[src/rtl/modulo_unit.sv]
// modulo_unit: iterative restoring shift-subtract divider answering the GCD
// controller's modulo_start/modulo_ready request. Produces remainder and
// quotient one bit per cycle, with single-cycle fast paths for b==0 and a<b.
//
// Handshake: modulo_start_i is a level request held by the controller until
// it sees modulo_ready_o. modulo_ready_o is registered and high only in DONE.
// DONE is left on the first edge with modulo_start_i low, so every new
// operation needs start low for at least one edge (no re-trigger).
// abort_i wins over everything except the asynchronous reset.
module modulo_unit #(
   parameter int WIDTH = 8
) (
   input  logic             clk,
   input  logic             rst_ni,
   input  logic             modulo_start_i,
   input  logic             abort_i,
   input  logic [WIDTH-1:0] zahl_a_i,
   input  logic [WIDTH-1:0] zahl_b_i,
   output logic             modulo_ready_o,
   output logic [WIDTH-1:0] rest_o,
   output logic [WIDTH-1:0] quotient_o,
   output logic             div_by_zero_o,
   output logic             busy_o,
   output logic [1:0]       dbg_state_o
);

   localparam int CW = $clog2(WIDTH + 1);

   typedef enum logic [1:0] {
      ST_IDLE = 2'd0,
      ST_CALC = 2'd1,
      ST_DONE = 2'd2
   } state_e;

   state_e           state_q, state_d;
   logic [WIDTH-1:0] divisor_q, divisor_d;
   logic [WIDTH-1:0] quo_q, quo_d;
   logic [WIDTH:0]   rem_q, rem_d;
   logic [CW-1:0]    cnt_q, cnt_d;
   logic [WIDTH-1:0] rest_q, rest_d;
   logic [WIDTH-1:0] quotient_q, quotient_d;
   logic             dbz_q, dbz_d;
   logic             ready_q, ready_d;
   logic             busy_q, busy_d;

   // Partial remainder shifted left by one with the next dividend bit, and
   // the trial subtraction; MSB of trial set means the subtraction underflowed.
   logic [WIDTH:0]   shifted;
   logic [WIDTH:0]   trial;

   // Shift-subtract datapath for the current iteration
   always_comb begin
      shifted = {rem_q[WIDTH-1:0], quo_q[WIDTH-1]};
      trial   = shifted - {1'b0, divisor_q};
   end

   // Next-state and next-output computation for the whole block
   always_comb begin
      state_d    = state_q;
      divisor_d  = divisor_q;
      quo_d      = quo_q;
      rem_d      = rem_q;
      cnt_d      = cnt_q;
      rest_d     = rest_q;
      quotient_d = quotient_q;
      dbz_d      = dbz_q;
      ready_d    = ready_q;
      busy_d     = busy_q;

      if (abort_i) begin
         // Abort drops the operation; the previous result stays visible.
         state_d = ST_IDLE;
         ready_d = 1'b0;
         busy_d  = 1'b0;
      end else begin
         case (state_q)
            ST_IDLE: begin
               if (modulo_start_i) begin
                  divisor_d = zahl_b_i;
                  quo_d     = zahl_a_i;
                  rem_d     = '0;
                  cnt_d     = CW'(WIDTH);
                  if (zahl_b_i == '0) begin
                     rest_d     = zahl_a_i;
                     quotient_d = '1;
                     dbz_d      = 1'b1;
                     ready_d    = 1'b1;
                     state_d    = ST_DONE;
                  end else if (zahl_a_i < zahl_b_i) begin
                     rest_d     = zahl_a_i;
                     quotient_d = '0;
                     dbz_d      = 1'b0;
                     ready_d    = 1'b1;
                     state_d    = ST_DONE;
                  end else begin
                     dbz_d   = 1'b0;
                     busy_d  = 1'b1;
                     state_d = ST_CALC;
                  end
               end
            end

            ST_CALC: begin
               if (!trial[WIDTH]) begin
                  rem_d = trial;
                  quo_d = {quo_q[WIDTH-2:0], 1'b1};
               end else begin
                  rem_d = shifted;
                  quo_d = {quo_q[WIDTH-2:0], 1'b0};
               end
               cnt_d = cnt_q - 1'b1;
               // Last iteration: publish the freshly computed bits directly.
               if (cnt_q == CW'(1)) begin
                  rest_d     = rem_d[WIDTH-1:0];
                  quotient_d = quo_d;
                  ready_d    = 1'b1;
                  busy_d     = 1'b0;
                  state_d    = ST_DONE;
               end
            end

            ST_DONE: begin
               if (!modulo_start_i) begin
                  ready_d = 1'b0;
                  state_d = ST_IDLE;
               end
            end

            default: begin
               ready_d = 1'b0;
               busy_d  = 1'b0;
               state_d = ST_IDLE;
            end
         endcase
      end
   end

   // State and output registers, cleared asynchronously
   always_ff @(posedge clk or negedge rst_ni) begin
      if (!rst_ni) begin
         state_q    <= ST_IDLE;
         divisor_q  <= '0;
         quo_q      <= '0;
         rem_q      <= '0;
         cnt_q      <= '0;
         rest_q     <= '0;
         quotient_q <= '0;
         dbz_q      <= 1'b0;
         ready_q    <= 1'b0;
         busy_q     <= 1'b0;
      end else begin
         state_q    <= state_d;
         divisor_q  <= divisor_d;
         quo_q      <= quo_d;
         rem_q      <= rem_d;
         cnt_q      <= cnt_d;
         rest_q     <= rest_d;
         quotient_q <= quotient_d;
         dbz_q      <= dbz_d;
         ready_q    <= ready_d;
         busy_q     <= busy_d;
      end
   end

   assign modulo_ready_o = ready_q;
   assign rest_o         = rest_q;
   assign quotient_o     = quotient_q;
   assign div_by_zero_o  = dbz_q;
   assign busy_o         = busy_q;
   assign dbg_state_o    = state_q;

endmodule

[config.mk]
export PLATFORM = sky130hd
export DESIGN_NAME = modulo_unit
export DESIGN_NICKNAME = d
export VERILOG_FILES = /design/src/rtl/modulo_unit.sv
export SDC_FILE = /design/constraint.sdc
export NUM_CORES = 1
export LEC_CHECK = 0
export ABC_AREA = 1
export CAP_MARGIN = 20
export CORE_UTILIZATION = 60
export DETAILED_ROUTE_END_ITERATION = 8
export PLACE_DENSITY = 0.89
export SKIP_CTS_REPAIR_TIMING = 1
export SLEW_MARGIN = 5
export SYNTH_ARGS = -nofsm -noshare
export SYNTH_HDL_FRONTEND = slang
export SYNTH_SLANG_ARGS = --single-unit
[constraint.sdc]
create_clock -name clk -period 3.55 [get_ports clk]
set_clock_uncertainty 0.15 [all_clocks]
set_input_delay 0.5325 -clock clk [delete_from_list [all_inputs] [get_ports clk]]
set_output_delay 0.5325 -clock clk [all_outputs]
set_load 0.02 [all_outputs]
==> results of run 1 <==
metal layers:
metal | vias to the layer above | GRT usage
met4 | 0 | 0.105
met1 | 1287 | 0.359
met2 | 90 | 0.468
met5 | - | 0
met3 | 15 | 0.0522
li1 | 1373 | -
worst register-to-register path, stage by stage, from the launching register on:
cell	delay [ns]
dfrtp_1	0.41
inv_1	0.09
ha_1	0.14
inv_1	0.05
fa_1	0.42
nand3_2	0.10
nand2_2	0.09
nand2_4	0.12
nand2_4	0.08
nand2_4	0.10
nand2_4	0.08
nor2_2	0.12
nor2_2	0.06
nor2_2	0.09
nor2_2	0.04
synthesized netlist by cell type, drive strengths merged:
library cell and number:
a21boi 1, a21oi 9, a31oi 1, buf 8, clkbuf 2, dfrtp 49
fa 1, ha 17, inv 59, nand2 141, nand3 28, nand3b 1
nand4 4, nor2 52, o21a 1, o21ai 35, o22ai 1, o31ai 2
or2 2, xor2 1
cell families after synthesis:
| logic type | count (synthesis) |
|---|---|
| AND/OR/NAND/NOR | 228 |
| buffers and inverters | 69 |
| AO/OA/AOI/OAI | 50 |
| flip-flops | 49 |
| adder cells (fa/ha/maj) | 18 |
| XOR/XNOR | 1 |
cell usage in the layout (no fill, tap or decap), drive strengths merged, types with 4 or more instances in the layout:
master,instances
a21oi,9
clkbuf,6
clkdlybuf4s50,39
dfrtp,49
ha,17
inv,59
nand2,141
nand3,28
nand4,4
nor2,52
o21ai,35
power breakdown:
| part | total [mW] | switching, mW | internal, mW |
|---|---|---|---|
| clock | 0.400 | 0.188 | 0.212 |
| sequential | 0.941 | 0.159 | 0.782 |
| combinational | 1.71 | 1.06 | 0.653 |
final timing paths:
path / from / to / cells past startpoint
setup / recovery: zahl_a_i[5] / rest_o[3] / 10
hold / removal: quotient_o[1] / quotient_o[1] / 2
setup reg to reg: quo_q[7] / rest_o[6] / 14
hold reg to reg: quotient_o[1] / quotient_o[1] / 2
max in group asynchronous: rst_ni / dbg_state_o[0] / 3
min in group asynchronous: rst_ni / rem_q[7] / 2
per-stage QoR:
stage / std cells / total power [mW] / cell area, µm² / util / worst slack (ns)
2_1_floorplan: 415 / 2.19 / 3170 / - / 1.52
3_3_place_gp: 515 / 2.57 / 3580 / 0.701 / 1.02
3_5_place_dp: 515 / 2.64 / 3580 / 0.701 / 0.928
4_1_cts: 523 / 3.05 / 3690 / 0.723 / 1.25
5_1_grt: 525 / 3.31 / 3720 / 0.729 / 1.09
6_report: 525 / 3.05 / 3720 / 0.729 / 1.23
flip-flops by register name, summed over array words and instances (netlist names):
name	flops
modulo_ready_o	1
dbg_state_o	2
quo_q	8
quotient_o	8
busy_o	1
div_by_zero_o	1
divisor_q	8
cnt_q	4
rest_o	8
rem_q	8
final cells by class:
cell class / instances / share of cell area
clock inverter: 2 / 0.0104
inverter: 59 / 0.0615
clock buffer: 6 / 0.0195
timing repair buffer: 42 / 0.114
multi-input combinational: 297 / 0.441
sequential: 49 / 0.329
tap: 70 / 0.0235
==> flow_summary.yaml, run 1 <==
critical_path:
  crit_buf_inv: 2
  critPathArrivalTime_ns: 2.41
  worst-r2r-setup-slack_ns: 1.32
  cpMaxStageDelayCell: "clkdlybuf4s50_1"
  critical-path-top-delay-family: "buffers and inverters"
  crit_type: "primary input to flop"
  required_ns: 3.64
  startpoint_type: "primary input"
  crit_path_max_fanout: 16
  max_stage_delay_ns: 0.48
  cp-end-kind: "flop"
  worstPathCellList: "clkdlybuf4s50_1, ha_1, a21oi_1, o21a_1, nand2_1, nand2_2, nand2_4, inv_6, nor2_1, nor2_2"
finish:
  multi_input_area_mm2: 0.00164
  register_area_mm2: 0.00123
  layout-drive-gt1-share: 0.160
  antenna_cells: 0
  nFillCells: 396
  syn_to_final_growth_pct: 17.3
  finalNetCount: 492
sta:
  setup_violations: 0
  fmax_mhz: 431
  rsz0062_at_grt: "false"
  relSlewSlack: 0.605
  fin_tns_setup_ns: 0
  fin_crit_sh: 0.654
  hold_viol_final: 0
  tightest_slew_ns: 0.590
  period_needed_ns: 2.32
  whs_ns: 0.335
  slew_violations: 0
yosys:
  syn_inst: 415
  yosysWarningCount: 0
  yosysSeqAreaShare: 0.386
  synth_top_area_share: 0.386
  synth-simple-area-share: 0.354
  synth_area_per_cell_um2: 7.65
  synthMuxAreaShare: 0
  synth_top_cell_by_area: "dfrtp_1"
  syn_area_mm2: 0.00317
  synth_top_family_by_area: "simple AND/OR/NAND/NOR gates"
  synth_seq_cells: 49
  synth.area.top_cells: "dfrtp_1, nand2_1, nor2_2, ha_1, inv_1"
  synth_compound_area_frac: 0.0875
  syn_nets: 453
  ys_types: 36
  synth_xor_area_frac: 0.00276
  synthAdderAreaFrac: 0.0733
cts:
  clkTransAtPathRegs_ns: 0.09
  clk_path_buf_depth: 2
  numCtsBuffers: 5
  cts.sinks: 49
  cts_tree: "yes"
  root_buffer: "clkbuf_8"
  clk_latency_ns: 0.30
  h-tree-depth: 2
route:
  via_per_inst: 5.27
  wl_met3_um: 320
  vias: 2765
  routedWlPerCell_um: 13.3
  highest_layer: "met4"
  drt_wl_total_um: 6980
  ant_nets: 0
  drt_iter0_drc: 185
  dr.pass1.iters: 4
  drc: 0
  dr_wl_met2_um: 3390
  wl_met1_um: 3110
placed_design:
  port_buffers: 40
  hpwl_um: 5400
  globalplace.congestion: 0.864
floorplanning:
  core-area_mm2: 0.00511
  dieArea_mm2: 0.00559
  placementRows: 26
  start_util: 0.622
  die_h_um: 74.7
  ioPinCount: 41
  die_w_um: 74.7
grt:
  antenna_found_initial: 0
  grt_max_degree: 50
  grt_pass1_vias: 2593
  grt-ovfl-total: 0
  grt_use_total: 0.278
  grt_pass1_wl_um: 11600
worst_hold_path:
  hold_path.class: "flop to flop"
flow_run:
  cap_violations: 0
power_and_ir_drop:
  leakage_nw: 1.91
  ir_drop_uv: 417
  power_density_mw_per_mm2: 819
outcome:
  status: "finished, final reports clean"
Note: power is estimated with default switching activity, not from simulation.
==> run 2, diff against run 1 <==
Settings changed: CORE_UTILIZATION 60 to 56, PLACE_DENSITY 0.89 to 0.84.
Clock period 3.55 ns to 2.3 ns, I/O delays scaled along.
==> flow_summary.yaml, run 2 (synthesized netlist as in run 1, its figures left out) <==
outcome:
  status: "finished, violations left"
  violations: "negative hold slack"
grt:
  grt_pass1_vias: 2664
  grt-ovfl-total: 0
  grt_max_degree: 50
  antenna_found_initial: 0
  grt_pass1_wl_um: 12100
  grt_use_total: 0.259
sta:
  fmax_mhz: 462
  fin_crit_sh: 0.941
  relSlewSlack: 0.587
  period_needed_ns: 2.17
  setup_violations: 0
  slew_violations: 0
  rsz0062_at_grt: "false"
  whs_ns: -0.0287
  fin_tns_setup_ns: 0
  tightest_slew_ns: 0.620
  hold_viol_final: 49
cts:
  cts_tree: "yes"
  clkTransAtPathRegs_ns: 0.10
  h-tree-depth: 2
  clk_latency_ns: 0.31
  numCtsBuffers: 5
  cts.sinks: 49
  clk_path_buf_depth: 2
  root_buffer: "clkbuf_8"
floorplanning:
  die_w_um: 77.3
  die_h_um: 77.3
  start_util: 0.580
  ioPinCount: 41
  core-area_mm2: 0.00547
  dieArea_mm2: 0.00597
  placementRows: 27
placed_design:
  port_buffers: 40
  hpwl_um: 5490
  dp.cells: 525
  place_area_mm2: 0.00366
  globalplace.congestion: 0.906
finish:
  register_area_mm2: 0.00123
  multi_input_area_mm2: 0.00165
  final_cell_mix: "nand2_1, inv_1, dfrtp_1"
  finalNetCount: 498
  layout-drive-gt1-share: 0.178
  layout_commonest_cell: "nand2_1"
  antenna_cells: 0
  final_area_mm2: 0.00375
  stdcell_count: 533
  syn_to_final_growth_pct: 18.2
  nFillCells: 487
critical_path:
  cpMaxStageDelayCell: "dfrtp_1"
  reg2regPathDepth: 14
  startpoint_type: "flop"
  cp-end-kind: "flop"
  critPathArrivalTime_ns: 2.22
  r2r_start: "quo_q[7]"
  crit_path_max_fanout: 5
  r2r_end: "rest_o[4]"
  required_ns: 2.36
  max_stage_delay_ns: 0.40
  worstPathCellList: "inv_1, ha_1, inv_1, fa_2, nand3_2, nand2_2, nand2_4, nand2_4, nand2_4, nand2_4, nor2_2, nor2_2, nor2_2, nor2_2"
  worst-r2r-setup-slack_ns: 0.13
  crit_type: "flop to flop"
worst_hold_path:
  hold_path.class: "primary input to async pin"
route:
  drc: 0
  via_per_inst: 5.23
  ant_nets: 0
  drt_iter0_drc: 173
  routedWlPerCell_um: 13.3
  dr.pass1.iters: 5
  vias: 2786
  drt_wl_total_um: 7110
power_and_ir_drop:
  power_density_mw_per_mm2: 1250
  ir_drop_uv: 560
  leakage_nw: 1.93
  report.power.total_mw: 4.68
flow_run:
  cap_violations: 0
==> run 2: changes by cell type in the layout (fill, tap and decap cells not counted) <==
cell           delta
clkinvlp_4        +1
bufinv_16         -1
clkbuf_1          -1
fa_2              +1
fa_1              -1
inv_6             +1
dlygate4sd3_1     -1
buf_4             +7
==> run 2: power by group <==
part	internal, mW	total [mW]	switching, mW
clock	0.220	0.533	0.313
sequential	1.21	1.44	0.236
combinational	1.05	2.70	1.65
total	2.48	4.68	2.20
==> run 2: area by class of cell <==
| type | instances | area share |
|---|---|---|
| multi-input combinational | 297 | 0.438 |
| clock buffer | 5 | 0.0183 |
| inverter | 59 | 0.0610 |
| timing repair buffer | 48 | 0.125 |
| sequential | 49 | 0.327 |
| clock inverter | 3 | 0.00667 |
| tap | 72 | 0.0240 |
==> run 2: metal layers <==
layer / routed length [µm] / GRT usage / vias to the layer above
met3: 354 / 0.0440 / 13
li1: - / - / 1384
met2: 3460 / 0.428 / 90
met1: 3160 / 0.343 / 1299
met4: 138 / 0.0868 / 0
met5: 0 / 0 / -
==> run 2: worst max-delay path: cells and delay by family (launching register included) <==
kind,cells,cell delay (ns)
fa+ha+maj,2,0.50
buf+inv,2,0.15
flops,1,0.40
simple gates,10,0.86
==> run 2: worst max path at each step <==
stage	startpoint	endpoint	slack (ns)	cells past startpoint
global route	quo_q[7]	rest_o[4]	0.03	14
CTS	quo_q[7]	rest_o[4]	0.08	14
finish	quo_q[7]	rest_o[4]	0.13	14
detailed placement	zahl_b_i[5]	rest_o[4]	-0.08	11
floorplan	quo_q[7]	rest_o[6]	0.27	14
global placement	zahl_a_i[3]	rest_o[2]	0.02	11
==> run 2: metrics by stage <==
step	utilization	setup WS, ns	hold slack, ns
after floorplan	-	0.266	-0.101
after global placement	0.668	0.0211	0.311
after detailed placement	0.668	-0.0843	0.320
after CTS	0.685	0.0761	0.000220
after global routing	0.686	0.0328	0.0286
final	0.686	0.135	-0.0287
